### config.mk
export PLATFORM = sky130hd
export DESIGN_NAME = instr_fetch_unit
export DESIGN_NICKNAME = d
export VERILOG_FILES = /design/src/rtl/instr_fetch_unit.sv
export SDC_FILE = /design/constraint.sdc
export NUM_CORES = 1
export LEC_CHECK = 0
export CORE_MARGIN = 2
export CORE_UTILIZATION = 35
export DETAILED_ROUTE_END_ITERATION = 6
export SLEW_MARGIN = 20
export SYNTH_ARGS = -nofsm -noshare
export SYNTH_HDL_FRONTEND = slang
export SYNTH_SLANG_ARGS = --single-unit
### constraint.sdc
create_clock -name i_clk -period 2.2 [get_ports i_clk]
set_clock_uncertainty 0.15 [all_clocks]
set_input_delay 0.22 -clock i_clk [delete_from_list [all_inputs] [get_ports i_clk]]
set_output_delay 0.22 -clock i_clk [all_outputs]
set_load 0.05 [all_outputs]
### src/rtl/instr_fetch_unit.sv
// Generic flop-based FIFO with synchronous flush and all storage cleared on reset.
// Latency: a push at edge N is visible at the head after edge N.
// Backpressure: pushes are ignored when full and pops when empty; flush overrides both.
module sync_fifo #(
    parameter int unsigned WIDTH = 64,
    parameter int unsigned DEPTH = 2
) (
    input  logic             core_clk,
    input  logic             arst_n,
    input  logic             flush,
    input  logic             push_vld,
    input  logic [WIDTH-1:0] push_dat,
    input  logic             pop_rdy,
    output logic [WIDTH-1:0] head_dat,
    output logic             full,
    output logic             empty
);
    localparam int unsigned AW = (DEPTH > 1) ? $clog2(DEPTH) : 1;
    localparam int unsigned CW = $clog2(DEPTH) + 1;

    logic [WIDTH-1:0] mem [DEPTH];
    logic [AW-1:0]    wr_ptr;
    logic [AW-1:0]    rd_ptr;
    logic [CW-1:0]    count;
    logic             push_ok;
    logic             pop_ok;

    assign full     = (count == CW'(DEPTH));
    assign empty    = (count == '0);
    assign push_ok  = push_vld && !full;
    assign pop_ok   = pop_rdy && !empty;
    assign head_dat = mem[rd_ptr];

    // DEPTH is a power of two, so pointer wrap is the natural overflow.
    always_ff @(posedge core_clk or negedge arst_n) begin
        if (!arst_n) begin
            wr_ptr <= '0;
            rd_ptr <= '0;
            count  <= '0;
            for (int i = 0; i < int'(DEPTH); i++) begin
                mem[i] <= '0;
            end
        end else if (flush) begin
            wr_ptr <= '0;
            rd_ptr <= '0;
            count  <= '0;
        end else begin
            if (push_ok) begin
                mem[wr_ptr] <= push_dat;
                wr_ptr      <= wr_ptr + AW'(1);
            end
            if (pop_ok) begin
                rd_ptr <= rd_ptr + AW'(1);
            end
            count <= count + CW'(push_ok) - CW'(pop_ok);
        end
    end
endmodule

// Instruction fetch: owns the PC, reads the cache every cycle, buffers {pc, instr} for decode.
// Latency: instruction fetched at edge N is presented to decode after edge N.
// Backpressure: fetch stalls when the buffer is full; redirect flushes and blocks fetch and delivery.
module instr_fetch_unit #(
    parameter int unsigned     XLEN       = 32,
    parameter logic [XLEN-1:0] RESET_PC   = '0,
    parameter int unsigned     PC_INCR    = 4,
    parameter int unsigned     FIFO_DEPTH = 2
) (
    input  logic            i_clk,
    input  logic            i_rst_n,
    output logic            o_fetch_en,
    output logic [XLEN-1:0] o_fetch_pc,
    input  logic [XLEN-1:0] i_fetch_instr,
    output logic            o_instr_valid,
    output logic [XLEN-1:0] o_instr,
    output logic [XLEN-1:0] o_instr_pc,
    input  logic            i_instr_ready,
    input  logic            i_redirect,
    input  logic [XLEN-1:0] i_redirect_pc
);
    typedef struct packed {
        logic [XLEN-1:0] pc;
        logic [XLEN-1:0] instr;
    } fetch_entry_t;

    logic [XLEN-1:0] pc_q;
    fetch_entry_t    wr_entry;
    fetch_entry_t    head_entry;
    logic            fifo_full;
    logic            fifo_empty;
    logic            pop;

    // Gating with i_rst_n keeps fetch quiet for the whole reset window, not just after the edge.
    assign o_fetch_en    = i_rst_n && !fifo_full && !i_redirect;
    assign o_fetch_pc    = pc_q;
    assign o_instr_valid = !fifo_empty && !i_redirect;
    assign pop           = o_instr_valid && i_instr_ready;

    assign wr_entry.pc    = pc_q;
    assign wr_entry.instr = i_fetch_instr;
    assign o_instr        = head_entry.instr;
    assign o_instr_pc     = head_entry.pc;

    always_ff @(posedge i_clk or negedge i_rst_n) begin
        if (!i_rst_n) begin
            pc_q <= RESET_PC;
        end else if (i_redirect) begin
            pc_q <= i_redirect_pc;
        end else if (o_fetch_en) begin
            pc_q <= pc_q + XLEN'(PC_INCR);
        end
    end

    sync_fifo #(
        .WIDTH ($bits(fetch_entry_t)),
        .DEPTH (FIFO_DEPTH)
    ) u_fetch_fifo (
        .core_clk (i_clk),
        .arst_n   (i_rst_n),
        .flush    (i_redirect),
        .push_vld (o_fetch_en),
        .push_dat (wr_entry),
        .pop_rdy  (pop),
        .head_dat (head_entry),
        .full     (fifo_full),
        .empty    (fifo_empty)
    );
endmodule
==> load_flow_metrics.sql <==
INSERT INTO impl_metrics (metric_group, metric, value, unit) VALUES
('clock_tree', 'cts.sink_count', '164', ''),
('synthesis', 'ys_dominant_reg_cell', 'sky130_fd_sc_hd__dfrtp_1', ''),
('power', 'vdd.ir_drop.worst', '0.730', 'mV'),
('job', 'max_cap_violations', '0', ''),
('global_routing', 'grt.overflow.total', '0', ''),
('final_layout', 'fin_area', '10500', 'um^2'),
('place', 'finalWeightedCongestion', '0.784', ''),
('floorplanning', 'die_w', '151', 'um'),
('place', 'placement_stage_cell_area', '9740', 'um^2'),
('clock_tree', 'cts-htree-levels', '4', ''),
('run_status', 'run_status', 'finished with violations', ''),
('setup_path', 'path_class', 'reg -> out', ''),
('final_layout', 'final_common_cell', 'sky130_fd_sc_hd__mux2_2', ''),
('synthesis', 'synth-seq-cells', '164', ''),
('power', 'static_leakage_power', '4.37', 'nW'),
('drt', 'drt-initial-drc-count', '233', ''),
('setup_path', 'worstPathArrival', '1.77', 'ns'),
('sta', 'timing_worst_slew_pin_value', '0.860', 'ns'),
('clock_tree', 'cts_tree', 'done', ''),
('floorplanning', 'standard_cell_core_area', '21200', 'um^2'),
('synthesis', 'synth_async_sr_flop_share', '100', '%'),
('place', 'dp_hpwl', '13200', 'um'),
('final_layout', 'multiInputGateArea', '3340', 'um^2'),
('setup_path', 'r2r_slack', '0.08', 'ns'),
('synthesis', 'synth-edff-count', '0', ''),
('final_layout', 'finalCoreUtilization', '49.4', '%'),
('clock_tree', 'cts.path.max_buffers', '2', ''),
('setup_path', 'worst-r2r-cell-count', '5', ''),
('sta', 'setup_violations', '0', ''),
('sta', 'fmax', '0.467', 'GHz'),
('drt', 'drc', '0', ''),
('setup_path', 'crit_path_end_kind', 'output port', ''),
('synthesis', 'synthesis.instances', '578', ''),
('sta', 'grt_setup_unrepaired', 'false', ''),
('floorplanning', 'fp-row-count', '53', ''),
('drt', 'num_vias', '5377', ''),
('sta', 'finalWorstPathRequiredPeriod', '2.14', 'ns'),
('synthesis', 'synth.yosys.seq_area_share', '53.9', '%'),
('drt', 'detail_route.first_pass.iterations', '4', ''),
('sta', 'worst_hold_slack', '-0.556', 'ns'),
('setup_path', 'rr_startpoint', 'o_fetch_pc[12]', ''),
('sta', 'max_slew_violation_total_from_the_final_report', '0', ''),
('hold_path', 'timing.hold.worst.class', 'in -> async', ''),
('synthesis', 'netlist-cell-type-count', '37', ''),
('sta', 'period_share', '97.4', '%'),
('sta', 'hold_violations', '58', ''),
('final_layout', 'sequential_cell_area', '4130', 'um^2'),
('synthesis', 'yosys_warnings', '0', ''),
('clock_tree', 'worst_skew_pair_latency', '0.42', 'ns'),
('sta', 'maxSlewHeadroom', '42.7', '%'),
('run_status', 'failed_checks', 'hold timing', ''),
('synthesis', 'synth_nets', '649', ''),
('synthesis', 'library_cell_occupying_the_most_area_in_the_post_synthesis_netlist', 'sky130_fd_sc_hd__dfrtp_1', ''),
('synthesis', 'synth.top_cell.area_share', '53.9', '%'),
('floorplanning', 'design.die.area', '22900', 'um^2'),
('global_routing', 'gr-usage-all-layers', '17.3', '%'),
('floorplanning', 'initial_utilization', '36.0', '%'),
('drt', 'antenna_left', '0', ''),
('final_layout', 'most-common-layout-cells', '195 x sky130_fd_sc_hd__mux2_2, 143 x sky130_fd_sc_hd__dfrtp_1, 107 x sky130_fd_sc_hd__buf_4', ''),
('power', 'p_per_area', '1340', 'nW/um^2'),
('floorplanning', 'fp.dieH', '151', 'um'),
('floorplanning', 'top_level_ports', '166', ''),
('drt', 'drt_wl_total', '19500', 'um'),
('synthesis', 'ys_top_cells_by_area', 'sky130_fd_sc_hd__dfrtp_1 54%, sky130_fd_sc_hd__mux2_2 29%, sky130_fd_sc_hd__or4_1 1.7%, sky130_fd_sc_hd__a31oi_1 1.6%, sky130_fd_sc_hd__o31ai_1 1.5%', ''),
('final_layout', 'diodes', '0', ''),
('place', 'placement.io_buffers', '165', ''),
('global_routing', 'first_global_vias', '5765', ''),
('drt', 'drt-vias-per-instance', '5.03', ''),
('clock_tree', 'cts.clk_slew.worst_paths', '0.07', 'ns'),
('final_layout', 'nets', '852', ''),
('setup_path', 'required', '1.83', 'ns');
-- power breakdown --
group          internal, mW  switching, mW
combinational          2.57           3.68
sequential             4.15          0.577
clock                  1.76           1.28
total                  8.48           5.53
-- synth_stat cells, types with 3 or more instances --
| master | count |
|---|---|
| sky130_fd_sc_hd__xnor2_1 | 7 |
| sky130_fd_sc_hd__o31ai_1 | 15 |
| sky130_fd_sc_hd__nor3_1 | 4 |
| sky130_fd_sc_hd__clkbuf_1 | 21 |
| sky130_fd_sc_hd__inv_1 | 8 |
| sky130_fd_sc_hd__nand4_1 | 9 |
| sky130_fd_sc_hd__or4_1 | 17 |
| sky130_fd_sc_hd__nor2_1 | 26 |
| sky130_fd_sc_hd__nand3_1 | 10 |
| sky130_fd_sc_hd__a31oi_1 | 19 |
| sky130_fd_sc_hd__ha_1 | 3 |
| sky130_fd_sc_hd__or3_2 | 3 |
| sky130_fd_sc_hd__clkbuf_8 | 5 |
| sky130_fd_sc_hd__xor2_1 | 5 |
| sky130_fd_sc_hd__o21ai_0 | 14 |
| sky130_fd_sc_hd__nand2_1 | 21 |
| sky130_fd_sc_hd__nor4_1 | 3 |
| sky130_fd_sc_hd__buf_2 | 7 |
| sky130_fd_sc_hd__dfrtp_1 | 164 |
| sky130_fd_sc_hd__mux2_2 | 195 |
-- worst max path at each step --
stage / from / end / slack (ns) / depth (start not counted)
finish: o_fetch_pc[7] / o_fetch_pc[7] / 0.06 / 2
detailed placement: i_rst_n / u_fetch_fifo.mem[7] / -0.03 / 3
CTS: o_fetch_pc[3] / o_fetch_pc[3] / 0.01 / 2
global placement: i_redirect / u_fetch_fifo.mem[31] / 0.05 / 6
floorplan: o_fetch_pc[4] / o_fetch_pc[31] / -0.05 / 6
global route: o_fetch_pc[26] / o_fetch_pc[26] / 0.001 / 1
-- stage by stage --
step | hold slack [ns] | setup slack [ns] | std cells | setup TNS, ns | total power, mW
2_1_floorplan | -0.226 | -0.0509 | 578 | -0.116 | 9.10
3_3_place_gp | -0.116 | 0.0453 | 1028 | 0 | 10.9
3_5_place_dp | -0.114 | -0.0320 | 1028 | -2.66 | 11.0
4_1_cts | -0.579 | 0.0113 | 1064 | 0 | 14.2
5_1_grt | -0.581 | 0.00116 | 1069 | 0 | 14.7
6_report | -0.556 | 0.0582 | 1069 | 0 | 14.0
-- final cells by class --
type	count	area share [%]
sequential	164	39.5
multi-input combinational	372	31.9
timing repair buffer	218	19.2
clock buffer	20	4.37
tap	275	3.29
clock inverter	12	1.40
inverter	8	0.287
-- worst max-delay path, stage by stage (launching register included) --
cell,delay (ns)
sky130_fd_sc_hd__dfrtp_2,0.37
sky130_fd_sc_hd__buf_4,0.17
sky130_fd_sc_hd__clkdlybuf4s50_1,0.81
-- metal layers --
metal  up-vias  GRT usage [%]  routed length, um
met1      2704           23.0               8780
met3        20           3.13                816
met5         -              0                  0
met2       128           28.5               9560
met4         0           6.26                361
li1       2525              -                  -
-- cells by family (layout without fill, tap and decap cells) --
| group | count (synthesis) | in the layout | share of synthesized area [%] |
|---|---|---|---|
| adders and majority gates | 3 | 3 | 0.493 |
| and+or+nand+nor | 109 | 111 | 7.91 |
| DFF | 164 | 164 | 53.9 |
| buffers and inverters | 44 | 258 | 3.09 |
| AOI/OAI and AO/OA | 49 | 49 | 4.06 |
| xor gates and xnor gates | 12 | 12 | 1.38 |
| muxes | 197 | 197 | 29.1 |
-- state kept, by name, summed over array words and instances (netlist names) --
name                 cells
u_fetch_fifo.mem       128
u_fetch_fifo.rd_ptr      1
u_fetch_fifo.count       2
u_fetch_fifo.wr_ptr      1
o_fetch_pc              32
-- what timing repair did --
action,CTS,global route
hold endpoints to repair,43,80
gates resized for setup,0,12
setup buffers,2,2
pin swaps,0,3
hold buffers,2,1
gates cloned,0,2
setup endpoints to repair,48,16
(Power assumes the default switching activity.)
